**config.mk**
```make
export PLATFORM = sky130hd
export DESIGN_NAME = serial_subtractor
export DESIGN_NICKNAME = d
export VERILOG_FILES = /design/src/rtl/serial_subtractor_pkg.sv /design/src/rtl/serial_subtractor_full_subtractor.sv /design/src/rtl/serial_subtractor.sv
export SDC_FILE = /design/constraint.sdc
export NUM_CORES = 1
export LEC_CHECK = 0
export CAP_MARGIN = 20
export CORE_MARGIN = 4
export CORE_UTILIZATION = 45
export DETAILED_ROUTE_END_ITERATION = 16
export PLACE_DENSITY = 0.75
export SYNTH_ARGS = -nofsm -noshare
export SYNTH_HDL_FRONTEND = slang
export SYNTH_SLANG_ARGS = --single-unit
```
**constraint.sdc**
```tcl
create_clock -name clk -period 1.6 [get_ports clk]
set_input_delay 0.32 -clock clk [delete_from_list [all_inputs] [get_ports clk]]
set_output_delay 0.32 -clock clk [all_outputs]
set_load 0.01 [all_outputs]
```
**src/rtl/serial_subtractor_pkg.sv**
```systemverilog
`default_nettype none
// ============================================================================
// Package     : serial_subtractor_pkg
// Description : State encoding and sizing helpers shared by the bit-serial
//               subtractor and its full-subtractor cell.
// Revision    : 1.0 - initial release
// ============================================================================
package serial_subtractor_pkg;

  // Controller states, 2-bit encoding
  typedef enum logic [1:0] {
    ST_IDLE  = 2'd0,
    ST_SHIFT = 2'd1,
    ST_DONE  = 2'd2
  } state_e;

  // Width of one full-subtractor column (single bit per clock)
  localparam int FS_BITS = 1;

  // Bit-counter width able to hold 0..N
  function automatic int cnt_width(input int n);
    return (n < 1) ? 1 : $clog2(n + 1);
  endfunction

endpackage
`default_nettype wire

```
**src/rtl/serial_subtractor_full_subtractor.sv**
```systemverilog
`default_nettype none
// ============================================================================
// Module      : serial_subtractor_full_subtractor
// Description : One-bit full subtractor, d = a - b - br_in with borrow out.
// Revision    : 1.0 - initial release
// ============================================================================
module serial_subtractor_full_subtractor (
  input  logic a_i,
  input  logic b_i,
  input  logic br_i,
  output logic d_o,
  output logic br_o
);

  // Difference bit and borrow generated by this column
  assign d_o  = a_i ^ b_i ^ br_i;
  assign br_o = (~a_i & b_i) | (~(a_i ^ b_i) & br_i);

endmodule
`default_nettype wire

```
**src/rtl/serial_subtractor.sv**
```systemverilog
`default_nettype none
// ============================================================================
// Module      : serial_subtractor
// Description : Bit-serial N-bit subtractor, {b_out, diff} = a - b - b_in,
//               LSB first, one bit per clock, start/done handshake.
// Revision    : 1.0 - initial release
// ============================================================================
module serial_subtractor
  import serial_subtractor_pkg::*;
#(
  parameter int N = 4
) (
  input  logic         clk,
  input  logic         rst_n,
  input  logic         start,
  input  logic [N-1:0] a,
  input  logic [N-1:0] b,
  input  logic         b_in,
  output logic         busy,
  output logic         done,
  output logic [N-1:0] diff,
  output logic         b_out
);

  localparam int CW = cnt_width(N);

  state_e        state_q, state_d;
  logic [N-1:0]  a_q, a_d;
  logic [N-1:0]  b_q, b_d;
  logic [N-1:0]  wd_q, wd_d;
  logic          br_q, br_d;
  logic [CW-1:0] cnt_q, cnt_d;
  logic [N-1:0]  diff_q, diff_d;
  logic          bout_q, bout_d;

  logic          w_d;
  logic          w_br;
  logic [N:0]    w_wd_cat;

  serial_subtractor_full_subtractor u_fs (
    .a_i  (a_q[0]),
    .b_i  (b_q[0]),
    .br_i (br_q),
    .d_o  (w_d),
    .br_o (w_br)
  );

  // New difference bit enters at the MSB; bits [N:1] form the shifted word
  assign w_wd_cat = {w_d, wd_q};

  // Next-state, datapath update and output-register load
  always_comb begin
    state_d = state_q;
    a_d     = a_q;
    b_d     = b_q;
    wd_d    = wd_q;
    br_d    = br_q;
    cnt_d   = cnt_q;
    diff_d  = diff_q;
    bout_d  = bout_q;
    unique case (state_q)
      ST_IDLE: begin
        if (start) begin
          a_d     = a;
          b_d     = b;
          br_d    = b_in;
          wd_d    = '0;
          cnt_d   = '0;
          state_d = ST_SHIFT;
        end
      end
      ST_SHIFT: begin
        a_d   = a_q >> 1;
        b_d   = b_q >> 1;
        wd_d  = w_wd_cat[N:1];
        br_d  = w_br;
        cnt_d = cnt_q + CW'(1);
        // Output regs load on the last column so they are valid while done is high
        if (cnt_q == CW'(N - 1)) begin
          diff_d  = w_wd_cat[N:1];
          bout_d  = w_br;
          state_d = ST_DONE;
        end
      end
      ST_DONE: begin
        state_d = ST_IDLE;
      end
      default: begin
        state_d = ST_IDLE;
      end
    endcase
  end

  // State, working and output registers; reset aborts any operation
  always_ff @(posedge clk or negedge rst_n) begin
    if (!rst_n) begin
      state_q <= ST_IDLE;
      a_q     <= '0;
      b_q     <= '0;
      wd_q    <= '0;
      br_q    <= 1'b0;
      cnt_q   <= '0;
      diff_q  <= '0;
      bout_q  <= 1'b0;
    end else begin
      state_q <= state_d;
      a_q     <= a_d;
      b_q     <= b_d;
      wd_q    <= wd_d;
      br_q    <= br_d;
      cnt_q   <= cnt_d;
      diff_q  <= diff_d;
      bout_q  <= bout_d;
    end
  end

  assign busy  = (state_q == ST_SHIFT);
  assign done  = (state_q == ST_DONE);
  assign diff  = diff_q;
  assign b_out = bout_q;

endmodule
`default_nettype wire

```
-- Word-level counts from Yosys, hierarchy flattened
Cells that the tools add are included.
- add/subtract/negate cells: 1
- eq/ne operators: 5
- mux-type cells: 13
- bitwise operators: 7
- reductions and logical operators: 5
- operators with widths (cell ; number):
    $pmux 4 s2 ; 3
    $mux 4 ; 3
    $pmux 3 s2 ; 1
    $reduce_and 2->1 ; 3
    $mux 2 ; 2
    $pmux 2 s2 ; 1
    $add 3x1->3 const B ; 1
    $eq 3x2->1 const B ; 1
    $mux 3 ; 1
    $and 1x1->1 ; 2
    $eq 2x1->1 const B ; 1
    $eq 2x2->1 const B ; 1
    $logic_not 2->1 ; 1
    $ne 2x1->1 const B ; 1
    $ne 2x2->1 const B ; 1
    $not 1->1 ; 2
    $pmux 1 s2 ; 1
    $reduce_bool 2->1 ; 1
    $xor 1x1->1 ; 2
    $mux 1 ; 1
    $or 1x1->1 ; 1
- register bits: 23
- input bits: 12
- output and inout port bits: 7
- word-level logic and storage cells: 39

-- Logic depth before layout (Yosys ltp)
- depth in word-level cells: 5
- gate-level depth with buffers: 5
- mapped depth without buffers: 5

-- Hierarchy
From an unflattened synthesis, not the netlist that was laid out.
- cells, all modules: 85
- area, all modules: 1028.5 um^2
- modules (own cells, without submodules) (module ; times used ; cells an instance ; area each (um^2) ; seq. area each (um^2)):
    serial_subtractor ; 1 ; 81 ; 997.2 ; 550.5
    serial_subtractor_full_subtractor ; 1 ; 4 ; 31.3 ; 0.0

-- Least setup slack after synthesis
No wires, ideal clock.
- path type: reg2reg
- start: register cnt_q[0]
- end: register diff_q[0], in the netlist diff[0]
- setup time: 0.125 ns
- arrival: 1.208 ns
- required time: 1.475 ns
- path slack: 0.267 ns
- stages on the path, launching flop included: 5
- buffers on the path: 0
- clock period less this slack: 1.333 ns
- path through: dfrtp_1 > ha_1 > ha_1 > nand3b_4 > mux2_2
- cells in the longest elaborated chain, start to end: 2
- ends and longest elaborated chain (item ; line ; source):
    start, declared ; serial_subtractor.sv:32 ; logic [CW-1:0] cnt_q, cnt_d;
    start signal, assigned ; serial_subtractor.sv:111 ; cnt_q <= cnt_d;
    $eq 3x2->1 ; serial_subtractor.sv:79 ; if (cnt_q == CW'(N - 1)) begin
    $reduce_and 2->1 (no line) ; -- ;
    end signal, assigned ; serial_subtractor.sv:112 ; diff_q <= diff_d;
    end, declared ; serial_subtractor.sv:33 ; logic [N-1:0] diff_q, diff_d;
Every way passes these cells.
A chain may end at the register's enable or synchronous reset.

-- Worst setup path in the final report
- start: register diff_q[3], in the netlist diff[3]
- end: output port diff[3]
- RTL lines (item ; line ; source):
    end, declared ; serial_subtractor.sv:21 ; output logic [N-1:0] diff,
No word-level cell between the ends.

==> impl_metrics.tcl <==
set metrics [dict create \
    drive_gt1_frac 0.211 \
    dieArea_um2 3060 \
    die_y_um 55.3 \
    area_growth_pct 27.2 \
    syn_nets 103 \
    cts_tree "built" \
    cts_max_level 1 \
    grt_pass1_wl_um 3570 \
    finalMaxSlewViolations 0 \
    dieWidth_um 55.3 \
    tns_ps 0 \
    maxSlewHeadroom 0.765 \
    viasPerCell 5.35 \
    finalPower_uw 2340 \
    fill_cells 169 \
    worstPathCellList "clkdlybuf4s50_1" \
    rsz0062_at_grt "false" \
    clock_sinks 22 \
    grtUsageMet3 0.0326 \
    worst-path-buf-inv 1 \
    power.density_nw_per_um2 1820 \
    cp_slowest_cell "clkdlybuf4s50_1" \
    status "complete, no violations" \
    wl_per_cell_um 14.4 \
    crit_family "buffers and inverters" \
    critPathRequiredTime_ps 1280 \
    fin_area_um2 1280 \
    num_antenna_cells 0 \
    core_um2 2040 \
    clock_latency_ps 300 \
    crit_path_max_incr_delay_ps 540 \
    ant_nets 0 \
    drc 0 \
    syn_inst 88 \
    grt_max_degree 23 \
    cts_root_buf "clkbuf_4" \
    dp_hpwl_um 1500 \
    p_leak_uw 0.000601 \
    grt_use_met1 0.182 \
    gp_congestion 0.766 \
    holdWs_ps 349 \
    cts_hold_buffers 0 \
    tightest_slew_ps 352 \
    final_nets 130 \
    cts_made_buffers 3 \
    grt_pass1_vias 785 \
    synth-seq-area-share 0.547 \
    final-setup-viol-count 0 \
    irDropWorstVdd_uv 1030 \
    cp.arrival_ps 1210 \
    clk_pin_slew_ps 110 \
    placed_area_um2 1240 \
    grt_use_total 0.146 \
    synth_area_per_cell_um2 11.4 \
    place.port_buffers 18 \
    route.vias.total 755 \
    antenna_found_initial 0 \
    synth_cell_types 25 \
    ys_warn_count 0 \
    clock.fmax_mhz 655 \
    totalWireLength_um 2030 \
    path_max_fanout 2 \
    hold_viol 0 \
    drt_iter0_drc 25 \
    final_cells 141 \
    met2_usage 0.242 \
    cts_max_path_buffers 2 \
    io_pins 19 \
    hold_class "in2async" \
    grt_overflow 0 \
    startpoint_type "flip-flop" \
    end_kind "output port" \
    dr.pass1.iters 4 \
    skew_ps 1.56 \
    grt.busiest_layer "met2" \
    initial_utilization 0.493 \
    placementRows 16 \
    cap_violations 0 \
    dp.cells 136 \
    netlist_area_um2 1010 \
    period_needed_ps 1530 \
    synth-seq-cells 22 \
    path_class "reg2out" \
    fin_crit_sh 0.954 \
]
[final timing paths]
check	start	endpoint	slack, ps	cells past startpoint
worst min register to register	b_out	b_out	500	2
worst max register to register	state_q[1]	a_q[1]	150	5
worst min-delay path	rst_n	b_q[3]	350	2
min in group clk	b_out	b_out	500	2
worst max-delay path	diff[3]	diff[3]	70	1
max in group asynchronous	rst_n	state_q[0]	1020	2
[synth_stat cells]
| cell | instances | area share |
|---|---|---|
| a22o_1 | 4 | 0.035 |
| buf_2 | 1 | 0.0050 |
| mux2_2 | 4 | 0.045 |
| fa_1 | 1 | 0.020 |
| a221oi_1 | 1 | 0.0087 |
| o22ai_1 | 10 | 0.062 |
| nor2b_1 | 1 | 0.0062 |
| o21bai_2 | 1 | 0.011 |
| nand2b_1 | 2 | 0.012 |
| inv_1 | 8 | 0.030 |
| or4b_4 | 1 | 0.014 |
| nand2_1 | 5 | 0.019 |
| ha_1 | 2 | 0.025 |
| dfrtp_1 | 22 | 0.55 |
| buf_6 | 1 | 0.011 |
| a21oi_1 | 6 | 0.030 |
| and2b_1 | 1 | 0.0075 |
| nor2_1 | 3 | 0.011 |
| or2_2 | 1 | 0.0062 |
| o32ai_1 | 1 | 0.0087 |
| buf_4 | 2 | 0.015 |
| a21oi_2 | 1 | 0.0087 |
| o21ai_2 | 1 | 0.0087 |
| o21ai_0 | 7 | 0.035 |
| nand3b_4 | 1 | 0.020 |
[layout by cell type (no fill, tap or decap), drive strengths merged]
cell,n
o32ai,1
a21oi,7
fa,1
a221oi,1
a22o,4
dfrtp,22
or2,1
o21ai,8
nand2,5
and2b,1
o22ai,10
o21bai,1
nand2b,2
clkdlybuf4s50,16
inv,8
clkbuf,5
buf,8
nor2b,1
ha,2
dlygate4sd2,1
nor2,3
nand3b,1
mux2,4
or4b,1
[where the power goes]
| group | total [uW] | switching, uW | leakage, uW | internal, uW |
|---|---|---|---|---|
| registers | 980 | 174 | 0.000271 | 806 |
| clock network | 298 | 159 | 0.0000210 | 139 |
| logic | 1060 | 508 | 0.000308 | 551 |
[kinds of logic (layout without fill, tap and decap cells)]
kind of cell               count (synthesis)  in the layout  synth area share
AOI/OAI and AO/OA                         32             32             0.207
adders and majority gates                  3              3            0.0447
buffers and inverters                     12             38            0.0609
DFF                                       22             22             0.547
muxes                                      4              4            0.0447
and+or+nand+nor                           15             15            0.0957
[layer usage]
layer,wire length [um],vias up
li1,-,368
met1,873,368
met2,1070,15
met3,64,4
met4,23,0
met5,0,-
[per-stage QoR]
| step | utilization | setup WS (ps) |
|---|---|---|
| floorplan | - | 267 |
| global placement | 0.608 | 82.2 |
| detailed placement | 0.608 | 44.3 |
| CTS | 0.629 | 33.9 |
| global route | 0.627 | 13.9 |
| finish | 0.627 | 73.3 |
[registers in the layout, indices dropped and copies added (netlist names)]
| register | flops |
|---|---|
| a_q | 4 |
| b_out | 1 |
| b_q | 4 |
| br_q | 1 |
| cnt_q | 3 |
| diff | 4 |
| state_q | 2 |
| wd_q | 3 |
[area by class of cell]
| type | instances | area (um2) | share of cell area |
|---|---|---|---|
| repair buffers | 26 | 234 | 0.183 |
| clock buffers | 4 | 36.3 | 0.0283 |
| inverters | 8 | 30.0 | 0.0234 |
| flip-flops and latches | 22 | 552 | 0.431 |
| well taps | 27 | 33.8 | 0.0264 |
| multi-input cells | 54 | 395 | 0.309 |
[what timing repair did]
item	in CTS	in global routing
pin swaps	0	0
setup buffers	1	0
cloned	0	0
setup endpoints to repair	2	1
gates resized for setup	3	2
Power figures use the tool's default switching activity.
